===== src/rtl/ram1p_arbiter.sv =====
// ram1p_arbiter: round-robin sharing of one single-port byte-enable SRAM between two requesters,
// with an optional zero-fill of the whole array after reset.
module ram1p_arbiter #(
    parameter int DEPTH      = 64,
    parameter int WIDTH      = 44,
    parameter bit INIT_CLEAR = 1'b1,
    localparam int AW = $clog2(DEPTH),
    localparam int BW = (WIDTH - 1) / 8 + 1
) (
    input  logic             clk,
    input  logic             resetn,
    input  logic             Req0Valid,
    output logic             Req0Ready,
    input  logic             Req0Write,
    input  logic [AW-1:0]    Req0Addr,
    input  logic [WIDTH-1:0] Req0Din,
    input  logic [BW-1:0]    Req0BWE,
    output logic             Rsp0Valid,
    output logic [WIDTH-1:0] Rsp0Data,
    input  logic             Req1Valid,
    output logic             Req1Ready,
    input  logic             Req1Write,
    input  logic [AW-1:0]    Req1Addr,
    input  logic [WIDTH-1:0] Req1Din,
    input  logic [BW-1:0]    Req1BWE,
    output logic             Rsp1Valid,
    output logic [WIDTH-1:0] Rsp1Data,
    output logic             RamCE,
    output logic             RamWE,
    output logic [AW-1:0]    RamAddr,
    output logic [WIDTH-1:0] RamDin,
    output logic [BW-1:0]    RamBWE,
    input  logic [WIDTH-1:0] RamDout,
    output logic             InitDone
);
    typedef enum logic {ST_INIT, ST_SERVE} state_t;

    state_t          r_state;
    logic [AW-1:0]   r_init_cnt;
    logic            r_last_grant;
    logic            r_rsp0;
    logic            r_rsp1;
    logic            r_init_done;
    logic            w_init;
    logic            w_serve;
    logic            w_g0;
    logic            w_g1;

    // RAM-facing signals are gated by resetn so nothing reaches the array while reset is held
    assign w_init  = resetn && r_state == ST_INIT;
    assign w_serve = resetn && r_state == ST_SERVE;
    assign w_g0    = w_serve && Req0Valid && (!Req1Valid || r_last_grant);
    assign w_g1    = w_serve && Req1Valid && (!Req0Valid || !r_last_grant);

    assign Req0Ready = w_g0;
    assign Req1Ready = w_g1;
    assign RamCE     = w_init || w_g0 || w_g1;
    assign RamWE     = w_init || (w_g0 && Req0Write) || (w_g1 && Req1Write);
    assign RamAddr   = w_init ? r_init_cnt : w_g1 ? Req1Addr : Req0Addr;
    assign RamDin    = w_init ? '0 : w_g1 ? Req1Din : Req0Din;
    assign RamBWE    = w_init ? '1 : w_g1 ? Req1BWE : Req0BWE;
    assign Rsp0Valid = r_rsp0;
    assign Rsp1Valid = r_rsp1;
    assign Rsp0Data  = RamDout;
    assign Rsp1Data  = RamDout;
    assign InitDone  = r_init_done;

    always_ff @(posedge clk) begin
        if (!resetn) begin
            r_state      <= INIT_CLEAR ? ST_INIT : ST_SERVE;
            r_init_cnt   <= '0;
            r_last_grant <= 1'b1;
            r_rsp0       <= 1'b0;
            r_rsp1       <= 1'b0;
            r_init_done  <= !INIT_CLEAR;
        end else begin
            r_rsp0 <= w_g0 && !Req0Write;
            r_rsp1 <= w_g1 && !Req1Write;
            if (w_g0 || w_g1)
                r_last_grant <= w_g1;
            if (r_state == ST_INIT) begin
                r_init_cnt <= r_init_cnt + 1'b1;
                if (r_init_cnt == AW'(DEPTH - 1)) begin
                    r_state     <= ST_SERVE;
                    r_init_done <= 1'b1;
                end
            end
        end
    end
endmodule


===== config.mk =====
export PLATFORM = sky130hd
export DESIGN_NAME = ram1p_arbiter
export DESIGN_NICKNAME = d
export VERILOG_FILES = /design/src/rtl/ram1p_arbiter.sv
export SDC_FILE = /design/constraint.sdc
export NUM_CORES = 1
export LEC_CHECK = 0
export BUFFER_PORTS_ARGS = -buffer_cell sky130_fd_sc_hd__buf_2
export CORE_AREA = 2 2 122 124
export CTS_CLUSTER_SIZE = 16
export DETAILED_ROUTE_END_ITERATION = 10
export DIE_AREA = 0 0 124 126
export PLACE_DENSITY = 0.59
export RECOVER_POWER = 25
export SLEW_MARGIN = 10
export SYNTH_ARGS = -nofsm -noshare
export SYNTH_HDL_FRONTEND = slang
export SYNTH_SLANG_ARGS = --single-unit

===== constraint.sdc =====
create_clock -name clk -period 3 [get_ports clk]
set_clock_uncertainty 0.05 [all_clocks]
set_input_delay 0.45 -clock clk [delete_from_list [all_inputs] [get_ports clk]]
set_output_delay 0.45 -clock clk [all_outputs]
set_load 0.1 [all_outputs]

==> results of run 1 <==
flip-flops by register name, indices dropped and copies added (netlist names):
register	cells
r_init_cnt	6
r_last_grant	1
InitDone	1
Rsp1Valid	1
r_state	1
Rsp0Valid	1
through the flow:
stage	std cells	hold WS [ns]	worst slack, ns
floorplan	340	0.422	0.0233
global placement	597	0.402	0.516
detailed placement	597	0.404	0.508
CTS	601	0.325	0.507
global route	601	0.333	0.402
finish	601	0.331	0.504
layout make-up:
class | count | area (µm²) | area share
Multi-Input combinational cell | 209 | 1320 | 0.447
Tap cell | 184 | 230 | 0.0779
Inverter | 3 | 11.3 | 0.00381
Timing Repair Buffer | 190 | 1090 | 0.370
Sequential cell | 11 | 220 | 0.0745
Clock inverter | 1 | 5.00 | 0.00169
Clock buffer | 3 | 75.1 | 0.0254
worst max-delay path: stages:
cell     delay [ns]
buf_2          0.17
and3_4         0.45
buf_12         0.23
nand3_1        0.11
a21oi_2        0.13
buf_2          0.44
report_power, final:
group	total (mW)	internal [mW]	switching, mW	leakage, nW
registers	0.155	0.150	0.00469	0.0893
clock network	0.254	0.178	0.0763	0.0409
logic	0.583	0.144	0.438	1.17
synth_stat cells, drive strengths merged:
master  number
inv          3
nor2b        2
a221o        7
buf        106
and3         8
nand2        4
nand4b       2
or3          1
xnor2        1
o21a         2
and2         7
nor2         9
nand2b       1
o21ai       52
mux2i        1
clkbuf      11
xor2         3
dfxtp       11
a21oi       48
ha           1
nand3       59
nor3         1
cell families (layout without fill, tap and decap cells):
family,count (synthesis),in the layout,share of synthesized area
DFF,11,11,0.0997
xor gates and xnor gates,4,4,0.0159
and+or+nand+nor,94,94,0.227
adders and majority gates,1,1,0.00566
muxes,1,1,0.00453
AOI/OAI and AO/OA,109,109,0.265
buffers and inverters,120,197,0.383
layer usage:
metal,vias up,wire length [µm]
li1,1256,-
met1,1153,3190
met2,161,3870
met3,41,911
met4,0,371
met5,-,0
final timing paths:
kind,start,to,slack (ns),cells after the start
hold reg to reg,InitDone,InitDone,0.41,1
setup / recovery,resetn,RamDin[35],0.50,6
setup reg to reg,r_state,r_init_cnt[5],1.66,4
hold / removal,Req0Write,Rsp0Valid,0.33,2
==> impl_metrics.tcl, run 1 <==
set metrics [dict create \
    status "completed" \
    io_pins 313 \
    die-area_um2 15600 \
    synthCells 340 \
    cp_max_fo 29 \
    final_common_cell "buf_2" \
    hold_viol 0 \
    drt-initial-drc-count 96 \
    start_kind "input port" \
    placementRows 44 \
    grtUsageMet2 0.173 \
    grtUsageMet3 0.0254 \
    cts_tree "yes" \
    hpwlAfterDp_um 6580 \
    ctsHoldBuffers 0 \
    rsz0062_at_grt "false" \
    ys_ff_latch 11 \
    vias 2611 \
    cts.path.max_buffers 2 \
    cts_setup_buffers 0 \
    fillers 1666 \
    leakage_nw 1.30 \
    synth_top_cell_area_share 0.306 \
    cts_sinks 11 \
    drive_gt1_frac 0.590 \
    mostFrequentLayoutCells "173 x buf_2, 58 x nand3_1, 52 x o21ai_0, 45 x a21oi_2, 11 x dfxtp_1" \
    grt_max_degree 33 \
    synth_area_per_cell_um2 6.50 \
    htree_num_levels 1 \
    syn_nets 503 \
    firstDrtPassIters 4 \
    area_delta_synth_final_pct 33.8 \
    post_dp_cell_area_um2 2880 \
    clk_pin_slew_ns 0.05 \
    maxCapViolCount 0 \
    slew_headroom 0.658 \
    yosys.area.top_type "buf_4" \
    grt_pass1_wl_um 11700 \
    tightest_slew_ns 0.514 \
    routed_wl_um 8340 \
    synthTopCellsByArea "buf_4 31%, nand3_1 13%, o21ai_0 12%, a21oi_1 11%, dfxtp_1 10%" \
    fin_crit_ns 2.50 \
    met1_usage 0.0997 \
    synth_area_um2 2210 \
    overflow 0 \
    drv_slew 0 \
    ir_drop_mv 0.161 \
    path_class "in -> out" \
    die_x_um 124 \
    max_freq_ghz 0.401 \
    wl_per_cell_um 13.9 \
    core_area_um2 14300 \
    yosysSeqAreaShare 0.0997 \
    crit_arrival_ns 2.00 \
    drc 0 \
    cellPowerDensity_nw_per_um2 335 \
    endpoint_kind "primary output" \
    cp.required_ns 2.50 \
    power_mw 0.991 \
    utilization 0.207 \
    vias_per_cell 4.34 \
    min_period_over_period 0.832 \
    cts-root-buf "clkbuf_16" \
    yosysWarnings 0 \
    die_h_um 126 \
    final_nets 581 \
    cts-buffers-inserted 3 \
    grt_busiest_layer "met2" \
    insertion_delay_ns 0.24 \
    antenna_found_initial 0 \
    track_usage 0.0951 \
    final_cell_area_um2 2960 \
    n_antenna_cell 0 \
    setup_viol 0 \
    place_congestion 0.741 \
    grt_pass1_vias 2398 \
    setup_tns_ns 0 \
    netlist-cell-type-count 28 \
    initial_core_util 0.154 \
    hp-class "in -> reg" \
    final_antenna_net_count 0 \
    port_buffers 180 \
    cts_resized 0 \
]
No activity file was read; power rests on OpenSTA's default activity.
==> run 2, diff against run 1 <==
- CORE_AREA: 2 2 122 124 -> 2 2 123 125
- DIE_AREA: 0 0 124 126 -> 0 0 125 127
- PLACE_DENSITY: 0.59 -> 0.6
- clock period: 3 -> 2.25 ns (I/O delays scaled with it)
==> impl_metrics.tcl, run 2 (synthesis results as in run 1) <==
set metrics [dict create \
    hp-class "in -> reg" \
    final_cell_area_um2 4030 \
    max_freq_ghz 0.451 \
    stdcell_count 601 \
    final_nets 581 \
    rsz0062_at_grt "true" \
    antenna_found_initial 0 \
    initial_core_util 0.153 \
    drc 0 \
    grt_pass1_wl_um 13400 \
    regMostFlops "r_init_cnt" \
    whs_path_depth 2 \
    n_antenna_cell 0 \
    slew_headroom 0.668 \
    vias_per_cell 4.36 \
    track_usage 0.100 \
    power_mw 1.52 \
    hpwlAfterDp_um 6640 \
    cts.path.max_buffers 2 \
    routed_wl_um 8520 \
    fin_crit_ns 2.22 \
    reg2regPathDepth 4 \
    final_antenna_net_count 0 \
    drive_gt1_frac 0.592 \
    place_congestion 0.824 \
    placementRows 44 \
    path_class "reg -> out" \
    cts_sinks 11 \
    tightest_slew_ns 0.502 \
    final_common_cell "buf_2" \
    cts_setup_buffers 0 \
    endpoint_kind "primary output" \
    min_period_over_period 0.986 \
    start_kind "register" \
    cellPowerDensity_nw_per_um2 378 \
    grt_pass1_vias 2597 \
    hold_viol 0 \
    io_pins 313 \
    drt-initial-drc-count 126 \
    area_delta_synth_final_pct 82.2 \
    cp_max_fo 30 \
    place_inst 597 \
    leakage_nw 1.57 \
    overflow 0 \
    reg2reg_slack_ns 0.83 \
    die_x_um 125 \
    crit_arrival_ns 1.83 \
    clk_pin_slew_ns 0.04 \
    firstDrtPassIters 4 \
    cp.required_ns 1.86 \
    grt_max_degree 51 \
    insertion_delay_ns 0.24 \
    hold_ws_ns 0.223 \
    wl_per_cell_um 14.2 \
    mostFrequentLayoutCells "127 x buf_2, 58 x nand3_1, 57 x buf_12, 45 x a21oi_4, 36 x o21ai_0" \
    status "completed" \
    cts-buffers-inserted 3 \
    core_area_um2 14400 \
    largest_reg_flops 6 \
    fillers 1553 \
    cts_tree "yes" \
    post_dp_cell_area_um2 3940 \
    htree_num_levels 1 \
    maxCapViolCount 0 \
    die_h_um 127 \
    port_buffers 180 \
    setup_viol 0 \
    vias 2618 \
    cts-root-buf "clkbuf_16" \
    die-area_um2 15900 \
    ir_drop_mv 0.174 \
    drv_slew 0 \
]
[run 2: cell count changes in the layout (fill, tap and decap cells not counted), sizes merged]
cell    previous run  this run
clkbuf             3         4
buf              190       189
[run 2: final cells by class]
class                           instances  area, µm²  area share
Clock buffer                            3       75.1      0.0186
Inverter                                3       11.3     0.00280
Tap cell                              184        230      0.0572
Sequential cell                        11        220      0.0547
Multi-Input combinational cell        209       1660       0.413
Clock inverter                          1       5.00     0.00124
Timing Repair Buffer                  190       1820       0.452
[run 2: final timing paths]
kind / to / from
setup / recovery: RamDin[23] / r_state
hold / removal: Rsp1Valid / Req1Write
setup reg to reg: r_init_cnt[5] / r_state
hold reg to reg: InitDone / InitDone
[run 2: metal layers]
metal  vias to the layer above  GRT usage  routed length (µm)
met2                       160      0.166                4110
met4                         0     0.0307                 144
met5                         -          0                   0
met3                        24     0.0343                 874
li1                       1260          -                   -
met1                      1174      0.123                3390
[run 2: what timing repair did]
action                                  4_1_cts  5_1_grt
endpoints found under the setup margin        0       44
gates resized for setup                       0       17
hold buffers                                  0        0
[run 2: worst max-delay path: stages (launching register included)]
cell and delay (ns):
dfxtp_1 0.37, buf_4 0.23, nand3_2 0.10, buf_4 0.24, o21ai_0 0.35, a21oi_4 0.11, buf_12 0.18
[run 2: power breakdown]
part / internal [mW] / switching [mW]
registers: 0.200 / 0.00644
clock network: 0.235 / 0.0890
logic: 0.349 / 0.641
total: 0.785 / 0.736
[run 2: metrics by stage]
stage	TNS, ns	worst slack (ns)	utilization
5_1_grt	-1.71	-0.0997	0.279
3_3_place_gp	0	0.261	0.273
3_5_place_dp	0	0.225	0.273
2_1_floorplan	-0.112	-0.112	-
4_1_cts	0	0.0138	0.279
6_report	0	0.0322	0.279
